===== config.mk =====
export PLATFORM = sky130hd
export DESIGN_NAME = midi_voice_alloc_flat
export DESIGN_NICKNAME = d
export VERILOG_FILES = /design/src/rtl/midi_voice_alloc_pkg.sv /design/src/rtl/midi_voice_alloc_if.sv /design/src/rtl/midi_voice_alloc.sv /design/src/flat_wrapper.sv
export SDC_FILE = /design/constraint.sdc
export NUM_CORES = 1
export LEC_CHECK = 0
export ABC_AREA = 1
export CAP_MARGIN = 25
export CORE_UTILIZATION = 59
export CTS_CLUSTER_SIZE = 8
export DETAILED_ROUTE_END_ITERATION = 6
export PLACE_DENSITY = 0.77
export SYNTH_ARGS = -nofsm -noshare
export SYNTH_HDL_FRONTEND = slang
export SYNTH_SLANG_ARGS = --single-unit

===== constraint.sdc =====
create_clock -name reg_clk -period 2.75 [get_ports reg_clk]
set_input_delay 0.4125 -clock reg_clk [delete_from_list [all_inputs] [get_ports reg_clk]]
set_output_delay 0.4125 -clock reg_clk [all_outputs]
set_load 0.05 [all_outputs]

===== src/rtl/midi_voice_alloc_pkg.sv =====
// Shared types for the MIDI voice allocator: FSM state encoding, the latched
// note event record and the velocity used when a zero-velocity note-on becomes a release.
package synth_alloc_pkg;

  typedef enum logic [1:0] {
    IDLE = 2'd0,
    SCAN = 2'd1,
    EMIT = 2'd2
  } alloc_state_t;

  typedef struct packed {
    logic       on;
    logic [6:0] key;
    logic [7:0] vel;
  } note_evt_t;

  localparam logic [7:0] REL_OFF_VEL = 8'd64;

  // MIDI running-status idiom: note-on with velocity 0 means note-off
  function automatic note_evt_t normalise_on(input logic [6:0] key, input logic [7:0] vel);
    note_evt_t evt;
    evt.on  = (vel != 8'd0);
    evt.key = key;
    evt.vel = (vel == 8'd0) ? REL_OFF_VEL : vel;
    return evt;
  endfunction

endpackage


===== src/rtl/midi_voice_alloc_if.sv =====
// Event/key-state bundle between the MIDI decoder side (master) and the
// voice allocator (slave); voice_free comes from the envelope generators.
interface midi_voice_alloc_if #(
  parameter int VOICES  = 32,
  parameter int V_WIDTH = $clog2(VOICES)
);
  logic               on_stb;
  logic               off_stb;
  logic               all_off;
  logic [6:0]         key_in;
  logic [7:0]         vel_in;
  logic [VOICES-1:0]  voice_free;
  logic [VOICES-1:0]  keys_on;
  logic               note_on;
  logic [V_WIDTH-1:0] cur_key_adr;
  logic [7:0]         cur_key_val;
  logic [7:0]         cur_vel_on;
  logic [7:0]         cur_vel_off;
  logic               event_stb;
  logic               busy;
  logic               ovf;

  modport master (
    output on_stb, off_stb, all_off, key_in, vel_in, voice_free,
    input  keys_on, note_on, cur_key_adr, cur_key_val, cur_vel_on, cur_vel_off,
           event_stb, busy, ovf
  );

  modport slave (
    input  on_stb, off_stb, all_off, key_in, vel_in, voice_free,
    output keys_on, note_on, cur_key_adr, cur_key_val, cur_vel_on, cur_vel_off,
           event_stb, busy, ovf
  );
endinterface


===== src/rtl/midi_voice_alloc.sv =====
// Voice allocator: scans one voice per clock to find a retrigger, free or
// released voice for each note event, falling back to round-robin stealing.
module midi_voice_alloc
  import synth_alloc_pkg::*;
#(
  parameter int VOICES  = 32,
  parameter int V_WIDTH = $clog2(VOICES)
) (
  input logic reg_clk,
  input logic reset_reg,
  midi_voice_alloc_if.slave bus
);

  alloc_state_t       state;
  note_evt_t          cur_evt;
  note_evt_t          pend_evt;
  logic               pend_full;
  logic [6:0]         ktab [VOICES];
  logic [VOICES-1:0]  keys_on;
  logic [V_WIDTH-1:0] idx;
  logic [V_WIDTH-1:0] steal_ptr;
  logic [V_WIDTH-1:0] match_idx, free_idx, rel_idx;
  logic               match_found, free_found, rel_found;

  logic               note_on;
  logic [V_WIDTH-1:0] cur_key_adr;
  logic [7:0]         cur_key_val, cur_vel_on, cur_vel_off;
  logic               event_stb, ovf;

  note_evt_t          first_evt, second_evt;
  logic               first_v, second_v;
  logic [V_WIDTH-1:0] tgt;
  logic               steal;

  // A simultaneous off/on pair is ordered off first
  always_comb begin
    first_v    = 1'b0;
    second_v   = 1'b0;
    first_evt  = '0;
    second_evt = '0;
    if (bus.off_stb) begin
      first_v    = 1'b1;
      first_evt  = '{on: 1'b0, key: bus.key_in, vel: bus.vel_in};
      second_v   = bus.on_stb;
      second_evt = normalise_on(bus.key_in, bus.vel_in);
    end else if (bus.on_stb) begin
      first_v    = 1'b1;
      first_evt  = normalise_on(bus.key_in, bus.vel_in);
    end
  end

  always_comb begin
    tgt   = steal_ptr;
    steal = 1'b0;
    if (match_found)     tgt = match_idx;
    else if (free_found) tgt = free_idx;
    else if (rel_found)  tgt = rel_idx;
    else                 steal = 1'b1;
  end

  always_ff @(posedge reg_clk) begin
    if (reset_reg) begin
      state       <= IDLE;
      cur_evt     <= '0;
      pend_evt    <= '0;
      pend_full   <= 1'b0;
      keys_on     <= '0;
      idx         <= '0;
      steal_ptr   <= '0;
      match_idx   <= '0;
      free_idx    <= '0;
      rel_idx     <= '0;
      match_found <= 1'b0;
      free_found  <= 1'b0;
      rel_found   <= 1'b0;
      note_on     <= 1'b0;
      cur_key_adr <= '0;
      cur_key_val <= '0;
      cur_vel_on  <= '0;
      cur_vel_off <= '0;
      event_stb   <= 1'b0;
      ovf         <= 1'b0;
      for (int i = 0; i < VOICES; i++) ktab[i] <= '0;
    end else if (bus.all_off) begin
      state     <= IDLE;
      keys_on   <= '0;
      pend_full <= 1'b0;
      event_stb <= 1'b0;
    end else begin
      event_stb <= 1'b0;
      if (state == IDLE) begin
        if (pend_full || first_v) begin
          state       <= SCAN;
          idx         <= '0;
          match_found <= 1'b0;
          free_found  <= 1'b0;
          rel_found   <= 1'b0;
        end
        if (pend_full) begin
          cur_evt   <= pend_evt;
          pend_evt  <= first_evt;
          pend_full <= first_v;
          if (second_v) ovf <= 1'b1;
        end else if (first_v) begin
          cur_evt   <= first_evt;
          pend_evt  <= second_evt;
          pend_full <= second_v;
        end
      end else begin
        // The second of a pair can never find the slot empty while busy
        if (first_v) begin
          if (!pend_full) begin
            pend_evt  <= first_evt;
            pend_full <= 1'b1;
          end else begin
            ovf <= 1'b1;
          end
        end
        if (second_v) ovf <= 1'b1;
      end

      if (state == SCAN) begin
        if (keys_on[idx] && (ktab[idx] == cur_evt.key) && !match_found) begin
          match_found <= 1'b1;
          match_idx   <= idx;
        end
        if (!keys_on[idx] && bus.voice_free[idx] && !free_found) begin
          free_found <= 1'b1;
          free_idx   <= idx;
        end
        if (!keys_on[idx] && !rel_found) begin
          rel_found <= 1'b1;
          rel_idx   <= idx;
        end
        if (idx == V_WIDTH'(VOICES - 1)) state <= EMIT;
        else                             idx   <= idx + 1'b1;
      end

      if (state == EMIT) begin
        state <= IDLE;
        if (cur_evt.on) begin
          keys_on[tgt] <= 1'b1;
          ktab[tgt]    <= cur_evt.key;
          note_on      <= 1'b1;
          cur_key_adr  <= tgt;
          cur_key_val  <= {1'b0, cur_evt.key};
          cur_vel_on   <= cur_evt.vel;
          event_stb    <= 1'b1;
          if (steal)
            steal_ptr <= (steal_ptr == V_WIDTH'(VOICES - 1)) ? '0 : steal_ptr + 1'b1;
        end else if (match_found) begin
          keys_on[match_idx] <= 1'b0;
          note_on            <= 1'b0;
          cur_key_adr        <= match_idx;
          cur_key_val        <= {1'b0, cur_evt.key};
          cur_vel_off        <= cur_evt.vel;
          event_stb          <= 1'b1;
        end
      end
    end
  end

  assign bus.keys_on     = keys_on;
  assign bus.note_on     = note_on;
  assign bus.cur_key_adr = cur_key_adr;
  assign bus.cur_key_val = cur_key_val;
  assign bus.cur_vel_on  = cur_vel_on;
  assign bus.cur_vel_off = cur_vel_off;
  assign bus.event_stb   = event_stb;
  assign bus.busy        = (state != IDLE);
  assign bus.ovf         = ovf;

endmodule

===== src/flat_wrapper.sv =====
// flat-port wrapper written by rule: the top's interface ports become plain ports
module midi_voice_alloc_flat import synth_alloc_pkg::*;
#(
  parameter int VOICES  = 32,
  parameter int V_WIDTH = $clog2(VOICES)
)
  (reg_clk, reset_reg, bus_on_stb, bus_off_stb, bus_all_off, bus_key_in, bus_vel_in, bus_voice_free, bus_keys_on, bus_note_on, bus_cur_key_adr, bus_cur_key_val, bus_cur_vel_on, bus_cur_vel_off, bus_event_stb, bus_busy, bus_ovf);
  midi_voice_alloc_if #(.VOICES(VOICES), .V_WIDTH(V_WIDTH)) bus_i ();
  input logic reg_clk;
  input logic reset_reg;
  input wire logic [$bits(bus_i.on_stb)-1:0] bus_on_stb;
  input wire logic [$bits(bus_i.off_stb)-1:0] bus_off_stb;
  input wire logic [$bits(bus_i.all_off)-1:0] bus_all_off;
  input wire logic [$bits(bus_i.key_in)-1:0] bus_key_in;
  input wire logic [$bits(bus_i.vel_in)-1:0] bus_vel_in;
  input wire logic [$bits(bus_i.voice_free)-1:0] bus_voice_free;
  output wire logic [$bits(bus_i.keys_on)-1:0] bus_keys_on;
  output wire logic [$bits(bus_i.note_on)-1:0] bus_note_on;
  output wire logic [$bits(bus_i.cur_key_adr)-1:0] bus_cur_key_adr;
  output wire logic [$bits(bus_i.cur_key_val)-1:0] bus_cur_key_val;
  output wire logic [$bits(bus_i.cur_vel_on)-1:0] bus_cur_vel_on;
  output wire logic [$bits(bus_i.cur_vel_off)-1:0] bus_cur_vel_off;
  output wire logic [$bits(bus_i.event_stb)-1:0] bus_event_stb;
  output wire logic [$bits(bus_i.busy)-1:0] bus_busy;
  output wire logic [$bits(bus_i.ovf)-1:0] bus_ovf;
  assign bus_i.on_stb = bus_on_stb;
  assign bus_i.off_stb = bus_off_stb;
  assign bus_i.all_off = bus_all_off;
  assign bus_i.key_in = bus_key_in;
  assign bus_i.vel_in = bus_vel_in;
  assign bus_i.voice_free = bus_voice_free;
  assign bus_keys_on = bus_i.keys_on;
  assign bus_note_on = bus_i.note_on;
  assign bus_cur_key_adr = bus_i.cur_key_adr;
  assign bus_cur_key_val = bus_i.cur_key_val;
  assign bus_cur_vel_on = bus_i.cur_vel_on;
  assign bus_cur_vel_off = bus_i.cur_vel_off;
  assign bus_event_stb = bus_i.event_stb;
  assign bus_busy = bus_i.busy;
  assign bus_ovf = bus_i.ovf;
  midi_voice_alloc #(.VOICES(VOICES), .V_WIDTH(V_WIDTH)) u_core (.reg_clk(reg_clk), .reset_reg(reset_reg), .bus(bus_i));
endmodule

Word-level counts from Yosys, hierarchy flattened
Memory sizes are Yosys's and may differ from the RTL's. A register that Yosys moved wholly into a read port is not among the register bits.
Cells that the tools add are included.
- add/subtract/negate cells: 2
- $lt $le $gt $ge: 5
- equal/unequal tests: 8
- multiplexer cells: 81
- bitwise logic cells: 6
- reduce and logical (&&, ||, !) cells: 36
- operator list (cell ; count):
    $mux W16 ; 10
    $mux W5 ; 13
    $mux W32 ; 2
    $mux W1 ; 44
    $and A32 B32 Y32 ; 1
    $not A32 Y32 ; 1
    $or A32 B32 Y32 ; 1
    $mux W8 ; 3
    $lt A5 B6 Y1 const B ; 3
    $reduce_and A3 Y1 ; 6
    $reduce_and A4 Y1 ; 3
    $reduce_bool A2 Y1 ; 6
    $add A5 B1 Y5 const B ; 2
    $bmux W1 S5 ; 2
    $demux W1 S5 ; 2
    $eq A5 B5 Y1 const B ; 2
    $ge A5 B1 Y1 const B ; 2
    $logic_not A8 Y1 ; 1
    $mux W2 ; 4
    $reduce_bool A8 Y1 ; 1
    $eq A7 B7 Y1 ; 1
    $logic_and A1 B1 Y1 ; 7
    $mux W7 ; 1
    $reduce_or A7 Y1 ; 1
    other kinds (12) ; 19
- bits in registers: 127
- memory bits (writable): 224
- bits of input ports: 52
- output and inout port bits: 65
- word-level logic and storage cells: 163
- memories: 1
- memories (name ; depth ; bits a word ; rd ports ; clocked after memory_dff ; write ports ; line ; source):
    u_core.ktab ; 32 ; 7 ; 1 ; 1 ; 32 ; midi_voice_alloc.sv:18 ; logic [6:0] ktab [VOICES];

Logic depth before layout (Yosys ltp)
Gate-level depths: netlist of the first run.
- depth in word-level cells: 9
- mapped depth: 20
- mapped depth without buffers: 17

Least setup slack after synthesis of the first run
No wires, ideal clock.
- kind: reg-to-reg
- from: reg u_core.cur_evt[15] in the netlist's numbering
- to: mem u_core.ktab[2][0] (enable)
- setup time: 0.324 ns
- arrival: 1.789 ns
- required time: 2.426 ns
- path slack: 0.638 ns
- cell stages (with the launch flop): 10
- path buffers: 3
- clock period less this slack: 2.112 ns
- cells stage by stage: dfxtp_1 -> clkbuf_1 -> inv_1 -> nor2_4 -> inv_2 -> buf_2 -> nor2_4 -> buf_2 -> nand2_1 -> nand2_1
- RTL lines (item ; line ; source):
    from (decl) ; midi_voice_alloc.sv:15 ; note_evt_t cur_evt;
    from (signal assigned) ; midi_voice_alloc.sv:100 ; cur_evt <= pend_evt;
    from (signal assigned) ; midi_voice_alloc.sv:105 ; cur_evt <= first_evt;
    to (decl) ; midi_voice_alloc.sv:18 ;

Final worst setup path of the first run
- from: reg u_core.idx[1]
- to: reg u_core.match_idx[1]
- word-level cells in the longest chain between the ends: 5
- ends and longest elaborated chain (item ; line ; source):
    from (decl) ; midi_voice_alloc.sv:20 ; logic [V_WIDTH-1:0] idx;
    from (signal assigned) ; midi_voice_alloc.sv:136 ; else idx <= idx + 1'b1;
    $bmux W1 S5 ; midi_voice_alloc.sv:123 ; if (keys_on[idx] && (ktab[idx] == cur_evt.key) && !match_found) begin
    $mux W1 (implied by the code) ; midi_voice_alloc.sv:123 ;
    $logic_and A1 B1 Y1 (2 in series) ; midi_voice_alloc.sv:123 ;
    $reduce_and A3 Y1 (no line) ; -- ;
    to (signal assigned) ; midi_voice_alloc.sv:125 ; match_idx <= idx;
    to (decl) ; midi_voice_alloc.sv:22 ; logic [V_WIDTH-1:0] match_idx, free_idx, rel_idx;
Several ways; a longest one is shown, not always the timed one. The select of a mux whose other input is x is not followed.
A chain may end at the register's enable or synchronous reset.

==> results of run 1 <==
## per-layer routing
layer  global-route usage, %  part of all wire [%]  up-vias  wire length, um
li1                        -                     -     6986                -
met1                    43.2                    39     6948            19000
met2                    55.9                    48      777            23000
met3                    6.58                   9.7      134             4690
met4                    12.3                   3.3        0             1610
met5                       0                     0        -                0
## power by group through the flow
| stage | registers [mW] | clock network, mW | logic (mW) |
|---|---|---|---|
| after floorplan | 5.96 | 0 | 0.548 |
| after global placement | 5.99 | 0 | 0.837 |
| after detailed placement | 5.99 | 0 | 0.851 |
| after CTS | 5.89 | 5.51 | 0.857 |
| after global routing | 5.90 | 5.73 | 0.947 |
| final | 5.89 | 5.49 | 0.875 |
## worst min path at each step
stage,end,depth (start not counted)
2_1_floorplan,u_core.free_idx[0]$_SDFFE_PP0P_,2
3_3_place_gp,u_core.free_idx[2]$_SDFFE_PP0P_,2
3_5_place_dp,u_core.free_idx[0]$_SDFFE_PP0P_,2
4_1_cts,u_core.free_idx[0]$_SDFFE_PP0P_,2
5_1_grt,u_core.free_idx[0]$_SDFFE_PP0P_,2
6_report,u_core.free_idx[2]$_SDFFE_PP0P_,2
## cell type report
type                       instances  area share [%]
clock buffer                      69            6.71
inverter                          94            1.80
multi-input combinational       1443            32.4
tap                              378            2.40
clock inverter                     4           0.210
sequential                       355            47.5
timing repair buffer             189            9.04
## cells by family (layout without fill, tap and decap cells)
group                      Yosys count  after routing
muxes                                4              4
xor gates and xnor gates             1              1
other                                1              1
adders and majority gates            4              4
AOI/OAI and AO/OA                  300            300
and+or+nand+nor                   1133           1133
DFF                                355            355
buffers and inverters              213            356
## cell usage after synthesis
cell / number / area (um2)
inv_4: 1 / 6.26
xor2_1: 1 / 8.76
nand3_2: 3 / 30.0
o31ai_1: 1 / 7.51
clkbuf_1: 61 / 229
nor3_1: 20 / 100
edfxtp_1: 224 / 6730
a211oi_1: 7 / 52.6
nor2_1: 378 / 1420
ha_1: 4 / 50.1
nand3_1: 219 / 1100
a221oi_1: 5 / 43.8
nand4_1: 4 / 25.0
inv_1: 77 / 289
o211ai_1: 8 / 60.1
a21oi_1: 92 / 460
o22ai_1: 3 / 18.8
o21bai_1: 1 / 7.51
nor2_4: 2 / 22.5
buf_1: 2 / 7.51
o21ai_0: 152 / 761
o21ai_2: 1 / 8.76
a22oi_1: 24 / 180
o21ai_1: 4 / 20.0
buf_6: 10 / 113
nand2_1: 499 / 1870
buf_8: 1 / 15.0
conb_1: 1 / 3.75
nor4_1: 4 / 25.0
mux2i_1: 4 / 40.0
inv_2: 6 / 22.5
buf_2: 32 / 160
dfxtp_1: 131 / 2620
nor4_4: 1 / 21.3
a31oi_1: 2 / 12.5
clkinv_1: 10 / 37.5
buf_4: 13 / 97.6
nor2_2: 3 / 18.8
## flip-flops by register name, summed over array words and instances, names as in the netlist, 5 cells and up, named ones only
signal	flops
u_core.bus.cur_key_adr	5
u_core.bus.cur_key_val	7
u_core.bus.cur_vel_off	8
u_core.bus.cur_vel_on	8
u_core.bus.keys_on	32
u_core.cur_evt	16
u_core.free_idx	5
u_core.idx	5
u_core.ktab	224
u_core.match_idx	5
u_core.pend_evt	16
u_core.rel_idx	5
u_core.steal_ptr	5
## critical path: cells and delay by family, from the launching register on
family                 cells  cell delay (ns)
AO/OA/AOI/OAI              2             0.18
buffers and inverters      1             0.31
flip-flops                 1             0.48
AND/OR/NAND/NOR           12             1.53
==> flow_summary.ini, run 1 <==
[outcome]
run_status = finished, final reports clean

[floorplanning]
dieArea_mm2 = 0.0290
fp.dieW_um = 170
start_util_pct = 60.1
ios = 117
die_y_um = 170
core_mm2 = 0.0278
core.rowCount = 61

[critical_path]
setup.worst_path.end = u_core.match_idx[1]$_SDFFE_PP0P_
cp.arrival_ns = 3.05
reg2reg_from = u_core.idx[1]$_SDFFE_PP0N_
worstSetupPathType = flop to flop
required_ns = 3.19
cp_cell_sequence = nand2_1 -> inv_1 -> nand2_1 -> a21oi_1 -> nor2_1 -> nand2_1 -> nand3_1 -> nand3_1 -> a21oi_1 -> nand2_1 -> nor2_1 -> nand2_1 -> nand2_1 -> nand2_1 -> nor2_1
crit_path_start_kind = flop
worst_r2r_endpoint = u_core.match_idx[1]$_SDFFE_PP0P_
r2r_setup_slack_ns = 0.14
crit_path_max_incr_delay_ns = 0.48
critPathMaxFanout = 11
crit_start = u_core.idx[1]$_SDFFE_PP0N_
cp_common_cell = nand2_1
cp_slowest_cell = dfxtp_1
r2r_cells = 15
end_kind = flop

[routing]
drt-pass1-iter-count = 6
wl_per_cell_um = 19.1
wl_mm = 48.3
drc = 0
drt_iter0_drc = 1723
num_vias = 14800
drt.antenna.violating_nets = 0
avgViaCountPerCell = 5.86

[timing]
maxSlewViolCount = 0
min_period_ns = 2.61
worstMarginPinSlew_ns = 0.587
layout_setup_ws_ns = 0.140
hold_viol_final = 0
fmax_mhz = 383
tns_ns = 0
grt_setup_unrepaired = false
skew_ns = 0.0209
min_period_over_period_pct = 94.9
slew_headroom_pct = 60.8
setup_viol = 0
hold_slack_ns = 0.455

[layout]
fill_cells = 2195
area_growth_pct = 18.1
multi_input_area_mm2 = 0.00638
drive_above_1_share_pct = 7.10
fin_area_mm2 = 0.0197
seqCellArea_mm2 = 0.00936
mostFrequentLayoutCell = nand2_1
nets = 2189
fin_cells = 2532
utilization_pct = 70.9
layout_common_cells = nand2_1, nor2_1, edfxtp_1, nand3_1, o21ai_0
n_antenna_cell = 0

[placement]
dp.cells = 2459
dp_slack_ns = -0.0114
place_area_mm2 = 0.0183
dp_hpwl_mm = 31.9
place_congestion = 0.968
portBuffers = 115

[clock_tree]
insertion_delay_ns = 0.56
cts_buffer_depth = 3
cts_buffers = 50
clkTransAtPathRegs_ns = 0.05
post_cts_resized = 1
ctsHtreeMaxLevel = 2
ctsHoldBuffers = 0
numClockSinks = 355
cts_setup_buffers = 0
cts_tree = yes
clockRootBuffer = clkbuf_16

[global_routing]
grt_pass1_wl_mm = 74.2
grt_pass1_vias = 14000
grt_max_degree = 64
grt_use_total_pct = 33.5
grt.overflow.total = 0
antenna_found_initial = 0

[yosys]
synth_seq_cells = 355
synth-simple-area-share_pct = 27.7
synth_compound_area_share_pct = 9.78
yosysWarnings = 0
seq_area_frac_synth_pct = 56.0
synth_top_family_by_area = simple AND/OR/NAND/NOR gates
synth_xor_area_share_pct = 0.0525
synth_fp_nets = 2067
postSynthAreaPerCell_um2 = 8.30
netlist_instances = 2011
synthMuxAreaShare_pct = 0.240
synth_cell_types = 38
syn_area_mm2 = 0.0167
synthAdderAreaFrac_pct = 0.300

[power_and_ir_drop]
pwr-share-comb_pct = 7.1
p_sw_share_pct = 23.6
power_mw = 12.3
max-vdd-ir-drop_mv = 0.412
switching_power_mw = 2.89
power_frac_seq_pct = 48.1
p_leak_nw = 7.60
p_per_area_mw_per_mm2 = 622
internal_power_mw = 9.37
power_frac_clock_pct = 44.8

[job]
drv_cap = 0

[worst_hold_path]
min_from = u_core.free_idx[2]$_SDFFE_PP0P_
worstHoldPathType = flop to flop
Note: power is estimated with default switching activity, not from simulation.
==> run 2: changes to the inputs <==
--- a/config.mk
+++ b/config.mk
@@ -7,10 +7,11 @@
 export LEC_CHECK = 0
 export ABC_AREA = 1
 export CAP_MARGIN = 25
-export CORE_UTILIZATION = 59
+export CORE_MARGIN = 5
+export CORE_UTILIZATION = 60
 export CTS_CLUSTER_SIZE = 8
 export DETAILED_ROUTE_END_ITERATION = 6
-export PLACE_DENSITY = 0.77
+export PLACE_DENSITY = 0.78
 export SYNTH_ARGS = -nofsm -noshare
 export SYNTH_HDL_FRONTEND = slang
 export SYNTH_SLANG_ARGS = --single-unit
==> constraint.sdc (replaced) <==
create_clock -name reg_clk -period 3.3 [get_ports reg_clk]
set_input_delay 0.495 -clock reg_clk [delete_from_list [all_inputs] [get_ports reg_clk]]
set_output_delay 0.495 -clock reg_clk [all_outputs]
set_load 0.05 [all_outputs]
==> flow_summary.ini, run 2 (same netlist as run 1, synthesis figures left out) <==
[outcome]
run_status = finished with violations
failed_checks = DRC

[routing]
met1Wirelength_mm = 18.5
num_vias = 14800
wl_mm = 47.9
met2_length_mm = 21.9
wl_per_cell_um = 19.1
wl_met3_mm = 5.33
avgViaCountPerCell = 5.92
drc = 4
drt-pass1-iter-count = 7
drt_iter0_drc = 1938
dr.max_layer_used = met4
drt.antenna.violating_nets = 0

[critical_path]
required_ns = 3.51
crit_path_max_incr_delay_ns = 0.55
crit_family = simple AND/OR/NAND/NOR gates
cp_common_cell = nand2_1
end_kind = flop
worstSetupPathType = flop to flop
critPathMaxFanout = 11
crit_buf_inv = 1
cp.arrival_ns = 3.13
cp_slowest_cell = dfxtp_1
crit_path_start_kind = flop
cp_cell_sequence = inv_1 -> o21ai_0 -> nand2_1 -> nor2_2 -> nand4_1 -> nand2_1

[placement]
dp.cells = 2431
place_area_mm2 = 0.0181
place_congestion = 0.969
dp_hpwl_mm = 31.7
portBuffers = 115
dp_slack_ns = 0.366

[clock_tree]
numClockSinks = 355
cts_buffers = 50
clkTransAtPathRegs_ns = 0.05
cts_tree = yes
ctsHoldBuffers = 0
clockRootBuffer = clkbuf_16
post_cts_resized = 0
cts_setup_buffers = 0
insertion_delay_ns = 0.56
ctsHtreeMaxLevel = 2
cts_buffer_depth = 3

[worst_hold_path]
worstHoldPathType = flop to flop

[global_routing]
grt_pass1_wl_mm = 74.5
grt_use_total_pct = 30.3
grt_pass1_vias = 14100
grt.overflow.total = 0
grt_max_degree = 113
antenna_found_initial = 0

[floorplanning]
core.rowCount = 61
start_util_pct = 60.4
core_mm2 = 0.0276
die_y_um = 177
fp.dieW_um = 177
dieArea_mm2 = 0.0313
ios = 117

[timing]
worstMarginPinSlew_ns = 0.987
fmax_mhz = 343
tns_ns = 0
grt_setup_unrepaired = false
slew_headroom_pct = 34.0
hold_viol_final = 0
skew_ns = 0.0253
setup_viol = 0
layout_setup_ws_ns = 0.383
maxSlewViolCount = 0
min_period_ns = 2.92
min_period_over_period_pct = 88.4

[power_and_ir_drop]
p_per_area_mw_per_mm2 = 525
p_leak_nw = 7.46
p_sw_share_pct = 23.5
max-vdd-ir-drop_mv = 0.402
switching_power_mw = 2.40
internal_power_mw = 7.81
power_frac_clock_pct = 44.8
power_frac_seq_pct = 48.1
pwr-share-comb_pct = 7.1

[layout]
n_antenna_cell = 0
mostFrequentLayoutCell = nand2_1
fill_cells = 2159
drive_above_1_share_pct = 5.69
largest_reg_flops = 224
layout_common_cells = nand2_1, nor2_1, edfxtp_1, nand3_1, o21ai_0
fin_area_mm2 = 0.0195
fin_cells = 2504
nets = 2161
area_growth_pct = 16.6
largestRegisters = u_core.ktab (224), u_core.bus.keys_on (32)
top_register = u_core.ktab

[job]
drv_cap = 0
[run 2: worst paths after layout]
path	startpoint	slack, ns	end	cells after the start
worst min register to register	u_core.free_idx[4]$_SDFFE_PP0P_	0.45	u_core.free_idx[4]$_SDFFE_PP0P_	2
worst max register to register	u_core.match_found$_SDFFE_PP0N_	0.38	u_core.ktab[1][4]$_SDFFCE_PN0P_	6
worst max-delay path	u_core.match_found$_SDFFE_PP0N_	0.38	u_core.ktab[1][4]$_SDFFCE_PN0P_	6
worst min-delay path	u_core.free_idx[4]$_SDFFE_PP0P_	0.45	u_core.free_idx[4]$_SDFFE_PP0P_	2
[run 2: metrics by stage]
stage,power [mW],hold slack [ns],utilization (%)
floorplan,5.43,0.424,-
global placement,5.68,0.437,65.5
detailed placement,5.70,0.440,65.5
CTS,10.2,0.447,70.4
global route,10.5,0.477,70.4
finish,10.2,0.452,70.4
[run 2: worst min-delay path, cell delays in order, from the launching register on]
cell and delay [ns]:
dfxtp_1 0.31, inv_1 0.05, a21oi_1 0.05
[run 2: power by group through the flow]
stage	sequential [mW]	clock [mW]	combinational, mW
2_1_floorplan	4.97	0	0.457
3_3_place_gp	4.99	0	0.690
3_5_place_dp	5.00	0	0.701
4_1_cts	4.91	4.58	0.706
5_1_grt	4.92	4.77	0.782
6_report	4.91	4.57	0.724
[run 2: area by class of cell]
| class | count | area (um2) | share of cell area [%] |
|---|---|---|---|
| Sequential cell | 355 | 9350 | 48.1 |
| Multi-Input combinational cell | 1443 | 6370 | 32.8 |
| Timing Repair Buffer | 161 | 1530 | 7.88 |
| Clock buffer | 70 | 1330 | 6.82 |
| Tap cell | 378 | 473 | 2.43 |
| Inverter | 94 | 355 | 1.83 |
| Clock inverter | 3 | 41.3 | 0.212 |
[run 2: routing by layer]
metal	vias up	GRT usage, %
met3	181	5.98
met4	0	13.7
met2	976	48.8
li1	6924	-
met1	6736	40.2
met5	-	0
